==> src/rtl/regfile_wb_arbiter.sv <==
// Write-back arbiter: two requesters, each with a private 2-entry FIFO, share the
// single register-file write port under round-robin arbitration.
module regfile_wb_arbiter (
    input  logic        clk_i,
    input  logic        rst_i,
    input  logic        req0_valid_i,
    output logic        req0_ready_o,
    input  logic [4:0]  req0_addr_i,
    input  logic [63:0] req0_data_i,
    input  logic        req1_valid_i,
    output logic        req1_ready_o,
    input  logic [4:0]  req1_addr_i,
    input  logic [63:0] req1_data_i,
    output logic        wr_en_o,
    output logic [4:0]  wr_addr_o,
    output logic [63:0] wr_data_o,
    output logic [31:0] pending_o,
    output logic        idle_o
);

    localparam int unsigned AW    = 5;
    localparam int unsigned DW    = 64;
    localparam int unsigned NREG  = 32;
    localparam int unsigned NREQ  = 2;
    localparam int unsigned DEPTH = 2;

    typedef struct packed {
        logic [AW-1:0] addr;
        logic [DW-1:0] data;
    } wb_entry_t;

    wb_entry_t        mem    [NREQ][DEPTH];
    logic [DEPTH-1:0] vld    [NREQ];
    logic             rd_ptr [NREQ];
    logic             wr_ptr [NREQ];
    logic             last_gnt;

    wb_entry_t        in_ent [NREQ];
    logic [NREQ-1:0]  in_vld;
    logic [NREQ-1:0]  ready;
    logic [NREQ-1:0]  push;
    logic [NREQ-1:0]  head_vld;
    logic [NREQ-1:0]  gnt;
    wb_entry_t        head;

    // Request gathering, occupancy-only ready, round-robin grant
    always_comb begin
        in_vld[0] = req0_valid_i;
        in_vld[1] = req1_valid_i;
        in_ent[0] = {req0_addr_i, req0_data_i};
        in_ent[1] = {req1_addr_i, req1_data_i};
        for (int unsigned r = 0; r < NREQ; r++) begin
            ready[r]    = ~&vld[r];
            push[r]     = in_vld[r] & ready[r];
            head_vld[r] = vld[r][rd_ptr[r]];
        end
        gnt[0] = head_vld[0] & (~head_vld[1] | last_gnt);
        gnt[1] = head_vld[1] & ~gnt[0];
        head   = gnt[1] ? mem[1][rd_ptr[1]] : mem[0][rd_ptr[0]];
    end

    assign req0_ready_o = ready[0];
    assign req1_ready_o = ready[1];

    // FIFO storage is data-path only; validity lives in vld
    always_ff @(posedge clk_i) begin
        for (int unsigned r = 0; r < NREQ; r++) begin
            if (push[r]) begin
                mem[r][wr_ptr[r]] <= in_ent[r];
            end
        end
    end

    always_ff @(posedge clk_i or negedge rst_i) begin
        if (!rst_i) begin
            for (int unsigned r = 0; r < NREQ; r++) begin
                vld[r]    <= '0;
                rd_ptr[r] <= 1'b0;
                wr_ptr[r] <= 1'b0;
            end
            last_gnt  <= 1'b1;
            wr_en_o   <= 1'b0;
            wr_addr_o <= '0;
            wr_data_o <= '0;
        end else begin
            // Push and pop never target the same slot: push needs a free slot
            for (int unsigned r = 0; r < NREQ; r++) begin
                if (push[r]) begin
                    vld[r][wr_ptr[r]] <= 1'b1;
                    wr_ptr[r]         <= ~wr_ptr[r];
                end
                if (gnt[r]) begin
                    vld[r][rd_ptr[r]] <= 1'b0;
                    rd_ptr[r]         <= ~rd_ptr[r];
                end
            end
            if (|gnt) begin
                last_gnt  <= gnt[1];
                wr_en_o   <= (head.addr != AW'(0));
                wr_addr_o <= head.addr;
                wr_data_o <= head.data;
            end else begin
                wr_en_o   <= 1'b0;
            end
        end
    end

    // Scoreboard view for hazard detection; x0 is never reported
    always_comb begin
        pending_o = '0;
        for (int unsigned r = 0; r < NREQ; r++) begin
            for (int unsigned i = 0; i < DEPTH; i++) begin
                if (vld[r][i]) begin
                    pending_o[mem[r][i].addr] = 1'b1;
                end
            end
        end
        if (wr_en_o) begin
            pending_o[wr_addr_o] = 1'b1;
        end
        pending_o[0] = 1'b0;
    end

    assign idle_o = ~|vld[0] & ~|vld[1] & ~wr_en_o;

    localparam int unsigned UNUSED_NREG = NREG;

endmodule

==> config.mk <==
export PLATFORM = sky130hd
export DESIGN_NAME = regfile_wb_arbiter
export DESIGN_NICKNAME = d
export VERILOG_FILES = /design/src/rtl/regfile_wb_arbiter.sv
export SDC_FILE = /design/constraint.sdc
export NUM_CORES = 1
export LEC_CHECK = 0
export ABC_AREA = 1
export BUFFER_PORTS_ARGS = -buffer_cell sky130_fd_sc_hd__buf_2
export CORE_MARGIN = 1
export CORE_UTILIZATION = 51
export CTS_BUF_LIST = sky130_fd_sc_hd__clkbuf_4 sky130_fd_sc_hd__clkbuf_8
export DETAILED_ROUTE_END_ITERATION = 6
export GPL_TIMING_DRIVEN = 0
export PLACE_DENSITY = 0.74
export SLEW_MARGIN = 20
export SYNTH_ARGS = -nofsm -noshare
export SYNTH_HDL_FRONTEND = slang
export SYNTH_SLANG_ARGS = --single-unit
export TNS_END_PERCENT = 50
==> constraint.sdc <==
create_clock -name clk_i -period 3.88 [get_ports clk_i]
set_clock_uncertainty 0.15 [all_clocks]
set_input_delay 0.582 -clock clk_i [delete_from_list [all_inputs] [get_ports clk_i]]
set_output_delay 0.582 -clock clk_i [all_outputs]
set_load 0.02 [all_outputs]
Word level (Yosys, flattened, before mapping)
Memories as Yosys holds them, arrays and structs flattened.
Cells that the tools add are included.
Storage, ports and cells
  output and inout port bits: 105
  bits in writable memories: 276
  flip-flop bits (word level): 79
  ROM bits: 0
  latch bits: 0
  memories kept: 1
Memories
  mem: depth 2, width 138, read ports 2, clocked after memory_dff 0, write ports 2, RTL line 32  | wb_entry_t mem [NREQ][DEPTH];
Cells by class
  reductions and logical operators: 21
  multiplexer cells: 47
  divide/modulo/power cells: 0
  bitwise gates (word level): 28
  $add $sub $neg: 0
  eq/ne operators: 0
  shift operators: 0
  order comparisons: 24
  multipliers: 0
Operator list (number)
  69-bit two-way mux: 9
  138-bit two-way mux: 2
  32-bit two-way mux: 5
  69-bit demux with 1-bit select: 2
  32-bit bitwise OR: 4
  5-bit by 6-bit less-than comparator with 1-bit output, second input constant: 5
  1-bit demux with 5-bit select: 5
  5-bit by 1-bit >= comparator with 1-bit output, second input constant: 5
  1-bit two-way mux: 16
  1-bit logical AND: 11
  2-bit >= comparator, second input constant: 4
  1-bit by 2-bit less-than comparator with 1-bit output, second input constant: 4
  2-bit two-way mux: 4
  1-bit inverter with 2-bit output: 4
  1-bit inverter: 7
  1-bit bitwise AND: 6
  2-bit OR reduction: 3
  5-bit nonzero test: 1
  2-bit bitwise AND: 2
  1-bit demux with 1-bit select: 4
  1-bit >= comparator, second input constant: 4
  1-bit zero test: 4
  2-bit by 1-bit less-than comparator with 1-bit output, second input constant: 2
  2-bit inverter: 2
  other kinds (3): 5

Longest topological paths before layout
An unclocked memory read counts as a cell.
  word-level depth: 14
  mapped depth: 11

Worst setup path before layout
Ideal clock, no wire load.
  path type: reg2reg
  start: register vld[3] (netlist bit)
  end: memory mem[0][0] (netlist bit), enable pin
  setup slack: -454 ps
  library setup time: 499 ps
  stages on the path, launching flop included: 4
  arrival: 3685 ps
  buffers on the path: 0
  data required time: 3231 ps
  cells stage by stage: dfrtp_1 -> nand2_1 -> nand2_1 -> nor2_1
RTL lines
  start, declared: RTL line 33  | logic [DEPTH-1:0] vld [NREQ];
  start signal, assigned by index: RTL line 77  | vld[r] <= '0;
  start signal, assigned by index: RTL line 89  | vld[r][wr_ptr[r]] <= 1'b1;
  start signal, assigned by index: RTL line 93  | vld[r][rd_ptr[r]] <= 1'b0;
  end, declared: RTL line 32

Worst setup path in the final report
  start: register wr_en_o
  end: output pending_o[7]
Between the ends
  longest elaborated chain between the ends: 1
Ends and longest elaborated chain
  start, declared: RTL line 14  | output logic wr_en_o,
  start signal, assigned: RTL line 99  | wr_en_o <= (head.addr != AW'(0));
  32-bit two-way mux: RTL line 118  | if (wr_en_o) begin
  end, declared: RTL line 17  | output logic [31:0] pending_o,
Every way passes these cells.

==> impl_metrics.yaml <==
logic_synthesis:
  yosysWarnings: 0
  ys_seq_elements: 355
  synth_edf_count: 276
  syn_avg_cell_area_sq_um: 11.5
  async_reset_ff_share_pct: 22.3
  synth.yosys.seq_area_share_pct: 71.1
  yosys.cell_types.count: 32
  syn-num-nets: 1396
  synth_top_cell_area_share_pct: 57.4
  synth.largest_area_cell: "edfxtp_1"
  synth.area.top_cells: "edfxtp_1, dfrtp_1, nand2_1"
  synth_ff_type: "edfxtp_1"
  synth_commonest_cells: "nand2_1, edfxtp_1, nand3_1"
  syn-cell-area_sq_mm: 0.0144
  synthesis.instances: 1254
  yosysMostFrequentCell: "nand2_1"
final_layout:
  final_util_pct: 63.6
  areaGrowthSynthToFinish_pct: 22.4
  fin_area_sq_mm: 0.0177
  nNetsFinal: 1712
  drive_above_1_share_pct: 24.4
  final_cell_count_no_fill: 1999
clock_tree:
  clk_latency_ns: 0.59
  root_buffer: "clkbuf_8"
  clockBufferDepth: 3
  cts.sinks: 355
  clkTransAtPathRegs_ns: 0.07
  htreeDepth: 2
  cts_tree: "built"
  numCtsBuffers: 55
  cts_resized: 0
  post_cts_buffers: 0
critical_path:
  critPathKind: "reg2out"
  worstPathRequired_ns: 3.15
  rrSetupSlack_ns: 1.43
  critPathLaunchType: "flop"
  startpoint: "wr_en_o"
  worstPathArrival_ns: 2.79
  critPathMaxFanout: 7
  cp_slowest_cell: "nor3_1"
  cp_common_cell: "inv_1"
  slowest_delay_ns: 0.77
  end_kind: "output port"
  reg2reg_to: "wr_data_o[54]"
  crit_chain: "inv_1, nor3_1, inv_1, o22a_1, nand2_1, buf_2"
  reg2reg_depth: 5
  r2r-start: "rd_ptr[0]"
min_path:
  min_path_cells: 1
  whs_endpoint: "mem[0][107]"
  min_from: "req0_data_i[38]"
  holdCritPathClass: "in2reg"
grt:
  grtUsageMet3_pct: 6.88
  grt_max_degree: 43
  grt_usage_pct: 28.6
  grt_pass1_vias: 11100
  overflow: 0
  gr-usage-met2_pct: 47.0
  top_usage_layer: "met2"
  antenna_found_initial: 6
  use_met1_pct: 36.5
  grt_pass1_wl_microns: 61200
routing:
  routed_wl_microns: 41000
  dr.pass1.iters: 5
  postRouteAntennaNets: 0
  drc_errors: 0
  wire_per_inst_microns: 20.5
  vias: 11100
  drt-initial-drc-count: 989
  drt-vias-per-instance: 5.56
timing:
  whs_ns: 0.0284
  slew_headroom_pct: 35.1
  final.setup.tns_ns: 0
  fin_crit_sh_pct: 90.8
  slew_viol_final: 0
  rsz0062_at_grt: "no"
  setup_viol: 0
  tightest_slew_ns: 0.966
  fmax_ghz: 0.284
  min_period_ns: 3.52
  hold_violations: 0
floorplan:
  initial_core_util_pct: 52.0
  die_area_sq_mm: 0.0290
  rows: 61
  fp.dieH_microns: 170
  core_area_sq_mm: 0.0278
  io_pins: 247
  fp.dieW_microns: 170
pwr:
  ir_worst_vdd_mv: 0.408
  powerDensity_mw_per_mm2: 885
  p_leak_nw: 7.17
placement:
  hpwl_microns: 29200
  gp_congestion: 0.953
  place_area_sq_mm: 0.0165
  io_buffers: 245
  dp.cells: 1890
outcome:
  status: "complete, no violations"
run:
  cap_violations: 0
## registers in the layout, summed over array words and instances (netlist names)
name       flops
wr_ptr         2
wr_addr_o      5
mem          276
last_gnt       1
vld            4
rd_ptr         2
wr_data_o     64
wr_en_o        1
## timing repair
action | 4_1_cts | 5_1_grt
setup endpoints to repair | 0 | 0
hold buffers | 1 | 0
hold endpoints to repair | 37 | 0
## placed cells by master, fill, tap and decap left out, drive strengths merged
cell	synthesis	routed
dfrtp	78	78
bufinv	0	3
inv	57	57
clkbuf	32	106
a31oi	64	64
nand4	4	4
o22ai	29	29
conb	1	1
nand3	163	163
o221ai	3	3
dlygate4sd3	0	1
nand2	327	327
or2	3	3
o21ai	19	19
a21oi	26	26
xor2	1	1
buf	27	285
edfxtp	276	276
o2111ai	7	7
clkinv	0	26
a22oi	7	7
a211o	3	3
nor2	81	81
nor3	33	33
dfstp	1	1
o22a	9	9
diode	0	5
o211ai	3	3
## routing by layer
layer  share of wire, %  vias up
li1                   -     5145
met1                 40     5365
met2                 48      512
met3                8.7       93
met4                3.2        2
met5              0.027        -
## area by class of cell
class / count / area, sq um
clock inverters: 29 / 224
plain buffers: 59 / 280
flip-flops and latches: 355 / 10300
fillers: 2276 / 10100
repair buffers: 259 / 1560
inverters: 57 / 214
well taps: 378 / 473
multi-input cells: 783 / 3720
clock buffers: 74 / 912
diodes: 5 / 12.5
## logic make-up after synthesis
kind of cell	Yosys count	share of synthesized area (%)
DFF	355	71.1
and+or+nand+nor	611	17.8
AOI/OAI and AO/OA	170	7.52
buffers and inverters	116	3.42
xor gates and xnor gates	1	0.0607
other	1	0.0260
## report_power, final
group	switching (mW)	leakage (nW)	internal [mW]
clock network	1.42	0.614	1.74
registers	0.511	3.49	5.38
logic	4.59	3.07	1.98
## through the flow
stage          power (mW)  setup WS [ns]
6_report             15.6          0.356
5_1_grt              16.6          0.199
4_1_cts              15.7          0.399
3_5_place_dp         12.5           1.01
3_3_place_gp         12.2          -2.94
2_1_floorplan        9.97         -0.417
## worst max-delay path by stage
stage	endpoint
2_1_floorplan	mem[0][207]
3_3_place_gp	mem[0][240]
3_5_place_dp	pending_o[7]
4_1_cts	pending_o[7]
5_1_grt	pending_o[7]
6_report	pending_o[7]
## critical path, delay by kind of cell (launching register included)
family / cells / cell delay [ns]
compound gates: 1 / 0.24
buf+inv: 3 / 0.58
flops: 1 / 0.52
simple gates: 2 / 0.88
(Power assumes the default switching activity.)
